**src/rtl/zapper_hit_sequencer.sv**
```systemverilog
// zapper_hit_sequencer: sequences one light-gun shot from trigger press to a
// hit/miss verdict. Blanks the screen, shows the duck hit-box, integrates the
// photodiode in each phase and raises a single-cycle verdict pulse.
module zapper_hit_sequencer #(
  parameter logic [2:0] PLAY_STATE      = 3'd2,
  parameter int         BLACK_FRAMES    = 1,
  parameter int         TARGET_FRAMES   = 1,
  parameter int         COOLDOWN_FRAMES = 4,
  parameter int         DEBOUNCE_CYCLES = 50000,
  parameter int         SENSE_MIN       = 16
) (
  input  logic       Clk,
  input  logic       Reset,
  input  logic       frame_clk,
  input  logic       trigger,
  input  logic       light_sense,
  input  logic [2:0] state,
  input  logic       no_shots_left,
  output logic       shot,
  output logic       flash_black,
  output logic       flash_target,
  output logic       bird_shot,
  output logic       miss,
  output logic       busy
);

  localparam int FRAME_MAX_BT = (BLACK_FRAMES > TARGET_FRAMES) ? BLACK_FRAMES : TARGET_FRAMES;
  localparam int FRAME_MAX    = (FRAME_MAX_BT > COOLDOWN_FRAMES) ? FRAME_MAX_BT : COOLDOWN_FRAMES;
  localparam int FCW          = $clog2(FRAME_MAX + 1);
  localparam int DBW          = $clog2(DEBOUNCE_CYCLES + 1);

  // Terminal values are "last count before the limit" so the tick that
  // completes the phase is the one that moves the FSM on.
  localparam logic [FCW-1:0] BLACK_LAST  = FCW'(BLACK_FRAMES - 1);
  localparam logic [FCW-1:0] TARGET_LAST = FCW'(TARGET_FRAMES - 1);
  localparam logic [FCW-1:0] COOL_LAST   = FCW'(COOLDOWN_FRAMES - 1);
  localparam logic [DBW-1:0] DB_LAST     = DBW'(DEBOUNCE_CYCLES - 1);
  localparam logic [15:0]    SENSE_MIN_C = 16'(SENSE_MIN);

  typedef enum logic [2:0] {
    ST_IDLE     = 3'd0,
    ST_ARM      = 3'd1,
    ST_BLACK    = 3'd2,
    ST_TARGET   = 3'd3,
    ST_DECIDE   = 3'd4,
    ST_COOLDOWN = 3'd5
  } fsm_t;

  fsm_t           fsm_r;
  logic           trig_meta_r, trig_sync_r;
  logic           light_meta_r, light_sync_r;
  logic           frame_meta_r, frame_sync_r, frame_prev_r;
  logic           frame_tick_r;
  logic [DBW-1:0] db_cnt_r;
  logic           trig_db_r, trig_db_d_r;
  logic [FCW-1:0] frame_cnt_r;
  logic [15:0]    light_cnt_r;
  logic           ambient_r;
  logic [15:0]    light_nxt_s;
  logic           trig_rise_s;
  logic           in_play_s;

  assign trig_rise_s = trig_db_r & ~trig_db_d_r;
  assign in_play_s   = (state == PLAY_STATE);

  // Two-flop synchronisers for the three asynchronous inputs.
  always_ff @(posedge Clk or posedge Reset) begin
    if (Reset) begin
      trig_meta_r  <= 1'b0;
      trig_sync_r  <= 1'b0;
      light_meta_r <= 1'b0;
      light_sync_r <= 1'b0;
      frame_meta_r <= 1'b0;
      frame_sync_r <= 1'b0;
    end else begin
      trig_meta_r  <= trigger;
      trig_sync_r  <= trig_meta_r;
      light_meta_r <= light_sense;
      light_sync_r <= light_meta_r;
      frame_meta_r <= frame_clk;
      frame_sync_r <= frame_meta_r;
    end
  end

  // Registered rising-edge detect of the synchronised vertical sync.
  always_ff @(posedge Clk or posedge Reset) begin
    if (Reset) begin
      frame_prev_r <= 1'b0;
      frame_tick_r <= 1'b0;
    end else begin
      frame_prev_r <= frame_sync_r;
      frame_tick_r <= frame_sync_r & ~frame_prev_r;
    end
  end

  // Trigger debounce: the filtered level follows only after a full run of
  // consecutive disagreeing samples; any agreeing sample restarts the run.
  always_ff @(posedge Clk or posedge Reset) begin
    if (Reset) begin
      db_cnt_r    <= {DBW{1'b0}};
      trig_db_r   <= 1'b0;
      trig_db_d_r <= 1'b0;
    end else begin
      trig_db_d_r <= trig_db_r;
      if (trig_sync_r != trig_db_r) begin
        if (db_cnt_r == DB_LAST) begin
          trig_db_r <= trig_sync_r;
          db_cnt_r  <= {DBW{1'b0}};
        end else begin
          db_cnt_r  <= db_cnt_r + DBW'(1);
        end
      end else begin
        db_cnt_r <= {DBW{1'b0}};
      end
    end
  end

  // Saturating light integrator next value, including this cycle's sample.
  always_comb begin
    light_nxt_s = light_cnt_r;
    if (light_sync_r && (light_cnt_r != 16'hFFFF)) begin
      light_nxt_s = light_cnt_r + 16'd1;
    end else begin
      light_nxt_s = light_cnt_r;
    end
  end

  // Shot sequencing FSM with all outputs registered; leaving play aborts.
  always_ff @(posedge Clk or posedge Reset) begin
    if (Reset) begin
      fsm_r        <= ST_IDLE;
      frame_cnt_r  <= {FCW{1'b0}};
      light_cnt_r  <= 16'd0;
      ambient_r    <= 1'b0;
      shot         <= 1'b0;
      flash_black  <= 1'b0;
      flash_target <= 1'b0;
      bird_shot    <= 1'b0;
      miss         <= 1'b0;
      busy         <= 1'b0;
    end else begin
      shot      <= 1'b0;
      bird_shot <= 1'b0;
      miss      <= 1'b0;
      case (fsm_r)
        ST_IDLE: begin
          if (trig_rise_s && in_play_s && !no_shots_left) begin
            shot  <= 1'b1;
            busy  <= 1'b1;
            fsm_r <= ST_ARM;
          end else begin
            fsm_r <= ST_IDLE;
          end
        end
        ST_ARM: begin
          if (!in_play_s) begin
            busy  <= 1'b0;
            fsm_r <= ST_IDLE;
          end else if (frame_tick_r) begin
            frame_cnt_r <= {FCW{1'b0}};
            light_cnt_r <= 16'd0;
            flash_black <= 1'b1;
            fsm_r       <= ST_BLACK;
          end else begin
            fsm_r <= ST_ARM;
          end
        end
        ST_BLACK: begin
          if (!in_play_s) begin
            flash_black <= 1'b0;
            busy        <= 1'b0;
            fsm_r       <= ST_IDLE;
          end else if (frame_tick_r && (frame_cnt_r == BLACK_LAST)) begin
            ambient_r    <= (light_nxt_s >= SENSE_MIN_C);
            light_cnt_r  <= 16'd0;
            frame_cnt_r  <= {FCW{1'b0}};
            flash_black  <= 1'b0;
            flash_target <= 1'b1;
            fsm_r        <= ST_TARGET;
          end else begin
            light_cnt_r <= light_nxt_s;
            if (frame_tick_r) begin
              frame_cnt_r <= frame_cnt_r + FCW'(1);
            end else begin
              frame_cnt_r <= frame_cnt_r;
            end
          end
        end
        ST_TARGET: begin
          if (!in_play_s) begin
            flash_target <= 1'b0;
            busy         <= 1'b0;
            fsm_r        <= ST_IDLE;
          end else if (frame_tick_r && (frame_cnt_r == TARGET_LAST)) begin
            light_cnt_r  <= light_nxt_s;
            frame_cnt_r  <= {FCW{1'b0}};
            flash_target <= 1'b0;
            fsm_r        <= ST_DECIDE;
          end else begin
            light_cnt_r <= light_nxt_s;
            if (frame_tick_r) begin
              frame_cnt_r <= frame_cnt_r + FCW'(1);
            end else begin
              frame_cnt_r <= frame_cnt_r;
            end
          end
        end
        ST_DECIDE: begin
          if (!in_play_s) begin
            busy  <= 1'b0;
            fsm_r <= ST_IDLE;
          end else begin
            // A bright black frame means the gun saw a lamp, not the screen.
            if (!ambient_r && (light_cnt_r >= SENSE_MIN_C)) begin
              bird_shot <= 1'b1;
            end else begin
              miss <= 1'b1;
            end
            frame_cnt_r <= {FCW{1'b0}};
            fsm_r       <= ST_COOLDOWN;
          end
        end
        ST_COOLDOWN: begin
          if (frame_tick_r) begin
            if (frame_cnt_r == COOL_LAST) begin
              frame_cnt_r <= {FCW{1'b0}};
              busy        <= 1'b0;
              fsm_r       <= ST_IDLE;
            end else begin
              frame_cnt_r <= frame_cnt_r + FCW'(1);
            end
          end else begin
            frame_cnt_r <= frame_cnt_r;
          end
        end
        default: begin
          flash_black  <= 1'b0;
          flash_target <= 1'b0;
          busy         <= 1'b0;
          frame_cnt_r  <= {FCW{1'b0}};
          light_cnt_r  <= 16'd0;
          fsm_r        <= ST_IDLE;
        end
      endcase
    end
  end

endmodule

```
**config.mk**
```make
export PLATFORM = sky130hd
export DESIGN_NAME = zapper_hit_sequencer
export DESIGN_NICKNAME = d
export VERILOG_FILES = /design/src/rtl/zapper_hit_sequencer.sv
export SDC_FILE = /design/constraint.sdc
export NUM_CORES = 1
export LEC_CHECK = 0
export BUFFER_PORTS_ARGS = -buffer_cell sky130_fd_sc_hd__buf_4
export CORE_MARGIN = 3
export CORE_UTILIZATION = 43
export CTS_BUF_LIST = sky130_fd_sc_hd__clkbuf_16
export CTS_CLUSTER_DIAMETER = 150
export DETAILED_ROUTE_END_ITERATION = 10
export SETUP_SLACK_MARGIN = 0.2
export SYNTH_ARGS = -nofsm -noshare
export SYNTH_HDL_FRONTEND = slang
export SYNTH_SLANG_ARGS = --single-unit
```
**constraint.sdc**
```tcl
create_clock -name Clk -period 3.4 [get_ports Clk]
set_clock_uncertainty 0.15 [all_clocks]
set_input_delay 0.51 -clock Clk [delete_from_list [all_inputs] [get_ports Clk]]
set_output_delay 0.51 -clock Clk [all_outputs]
set_load 0.02 [all_outputs]
```
==> flow_metrics.py <==
metrics = {
    "power": {
        "power.total_mw": 1.202,
        "cellPowerDensity_nw_per_um2": 365.1,
        "p_leak_nw": 1.454,
        "vdd_drop_max_mv": 0.2012,
    },
    "logic_synthesis": {
        "postSynthAreaPerCell_um2": 8.892,
        "netlist_instances": 336,
        "yosysSeqAreaShare_pct": 46.06,
        "ys.flop_type": "dfrtp_1",
        "async_flop_share_pct": 100.0,
        "synth-seq-cells": 55,
        "synth_edf_count": 0,
        "synth_fp_nets": 352,
        "syn-cell-area_um2": 2988,
        "synthesis.yosys.warnings": 0,
        "synth_cell_types": 51,
    },
    "floorplan": {
        "rows": 29,
        "die_h_um": 89.36,
        "die_w_um": 89.36,
        "initial_core_util_pct": 45.75,
        "core_um2": 6531,
        "dieArea_um2": 7984,
        "ioPinCount": 15,
    },
    "global_routing": {
        "grt_antenna_before_repair": 0,
        "grt_max_degree": 34,
        "grt_pass1_vias": 2280,
        "grt_pass1_wl_um": 10890,
        "grtUsageTotal_pct": 17.12,
        "grt_overflow": 0,
    },
    "timing": {
        "period_minus_slack_ns": 2.613,
        "rsz0062_at_grt": "false",
        "fin_setup_tns_ns": 0,
        "max-slew-margin-rel_pct": 40.35,
        "timing.fmax_mhz": 382.7,
        "report.final.setup_viol": 0,
        "worstMarginPinSlew_ns": 0.8947,
        "finalCritPeriodShare_pct": 76.86,
        "hold_viol": 0,
        "drv_slew": 0,
    },
    "routing": {
        "dr_total_vias": 2448,
        "drt-vias-per-instance": 5.801,
        "drc": 0,
        "wl_um": 6282,
        "routedWlPerCell_um": 14.89,
        "postRouteAntennaNets": 0,
        "initialDrtViolationCount": 157,
        "firstDrtPassIters": 5,
    },
    "placed_design": {
        "post_dp_cell_area_um2": 3152,
        "gp_congestion": 0.8726,
        "dp_hpwl_um": 4279,
        "dp_cells": 414,
        "io_buffers": 14,
    },
    "final_layout": {
        "nets": 360,
        "syn_to_final_growth_pct": 10.22,
        "final_area_um2": 3293,
        "drive_above_1_share_pct": 9.855,
        "fin_util_pct": 50.42,
        "layout.cells.non_filler": 422,
        "diodes": 0,
    },
    "worst_setup_path": {
        "critical_path_class": "reg2reg",
        "r2r_start": "light_cnt_r[1]",
        "crit_required_ns": 3.40,
        "r2r_setup_slack_ns": 0.79,
        "crit_fanout": 8,
        "r2r_cells": 7,
        "cp.arrival_ns": 2.61,
        "rr_endpoint": "ambient_r",
        "endpoint_kind": "register",
        "cp-start-kind": "register",
    },
    "clock_network": {
        "cts.sinks": 55,
        "clock_latency_ns": 0.29,
        "path_clk_slew_ns": 0.07,
        "clk_path_buf_depth": 2,
        "clock-root-buffer": "clkbuf_16",
        "cts_hold_buf": 0,
        "cts_buffers": 5,
        "cts_resized": 0,
        "h-tree-depth": 2,
        "post_cts_buffers": 0,
        "tritoncts": "built",
    },
    "status": {
        "status": "completed",
    },
    "hold_path": {
        "hp-class": "in2async",
    },
    "run": {
        "maxCapViolations": 0,
    },
}
-- how the worst max path moves through the flow --
stage                         startpoint  depth (start not counted)              to
after floorplan           light_cnt_r[5]                          8       ambient_r
after global placement    light_cnt_r[5]                          6       ambient_r
after detailed placement        state[0]                          7  light_cnt_r[6]
after CTS                 light_cnt_r[5]                          6       ambient_r
after global routing      light_cnt_r[1]                          7       ambient_r
final                     light_cnt_r[1]                          7       ambient_r
-- stage by stage --
step	hold slack, ns	setup WS (ns)
global route	0.1381	0.5871
CTS	0.1109	0.7983
floorplan	0.1812	1.016
finish	0.08946	0.7868
detailed placement	0.1878	0.7150
global placement	0.1824	0.7771
-- registers in the layout, summed over array words and instances (netlist names), 3 cells and up --
register,count
fsm_r,3
frame_cnt_r,3
db_cnt_r,16
light_cnt_r,16
-- cells in the mapped netlist (all sizes together) (3+ instances only) --
| master | n | area share [%] |
|---|---|---|
| xnor2 | 8 | 2.3 |
| dfrtp | 55 | 46 |
| o31ai | 5 | 1.3 |
| xor2 | 8 | 2.3 |
| and3 | 12 | 2.5 |
| or3 | 3 | 0.63 |
| nand4 | 11 | 2.3 |
| a21oi | 11 | 1.8 |
| inv | 13 | 1.6 |
| nor3 | 8 | 1.5 |
| nor2b | 4 | 0.84 |
| clkbuf | 14 | 1.8 |
| nand2 | 34 | 4.3 |
| nand3 | 13 | 2.3 |
| mux2i | 3 | 1.0 |
| o21ai | 32 | 5.4 |
| buf | 3 | 0.50 |
| nor4 | 5 | 1.0 |
| ha | 7 | 2.9 |
| a21o | 4 | 1.0 |
| a31oi | 9 | 1.9 |
| nor2 | 39 | 4.9 |
-- routing by layer --
layer | share of wire (%) | vias up | wire, um | GRT usage (%)
met1 | 51 | 1177 | 3221 | 24.28
met4 | 1.4 | 0 | 87 | 5.954
met5 | 0 | - | 0 | 0
met2 | 44 | 48 | 2739 | 26.39
li1 | - | 1216 | - | -
met3 | 3.7 | 7 | 235 | 2.857
-- cell families after synthesis --
kind of cell | Yosys count | synth area share (%)
xor+xnor | 16 | 4.690
buf+inv | 30 | 3.894
flops | 55 | 46.06
fa+ha+maj | 7 | 2.931
mux | 5 | 1.759
simple gates | 141 | 23.45
compound gates | 82 | 17.21
-- critical path, stage by stage, from the launching register on --
cell      delay [ns]
dfrtp_1         0.49
ha_1            0.27
nand4_1         0.26
nor4_1          0.65
mux2i_1         0.26
o21ai_0         0.09
nor4_1          0.18
o211ai_1        0.11
-- area by class of cell --
cell class / count / area (um^2)
repair buffers: 18 / 135.1
clock inverters: 3 / 16.27
fillers: 604 / 3238
inverters: 13 / 48.80
multi-input cells: 251 / 1495
clock buffers: 5 / 125.1
flip-flops and latches: 55 / 1376
well taps: 77 / 96.34
-- layout by cell type (no fill, tap or decap), drive strengths merged, types with 9 or more instances in the layout --
master and count:
dfrtp 55, nor2 39, nand2 34, o21ai 32, buf 18, inv 14
nand3 13, and3 12, a21oi 11, nand4 11, a31oi 9
-- power breakdown --
part / internal, mW / switching (mW) / leakage [nW]
combinational: 0.0123 / 0.0230 / 0.639
sequential: 0.661 / 0.00571 / 0.744
clock: 0.270 / 0.230 / 0.0710
total: 0.943 / 0.259 / 1.45
Note: power is estimated with default switching activity, not from simulation.
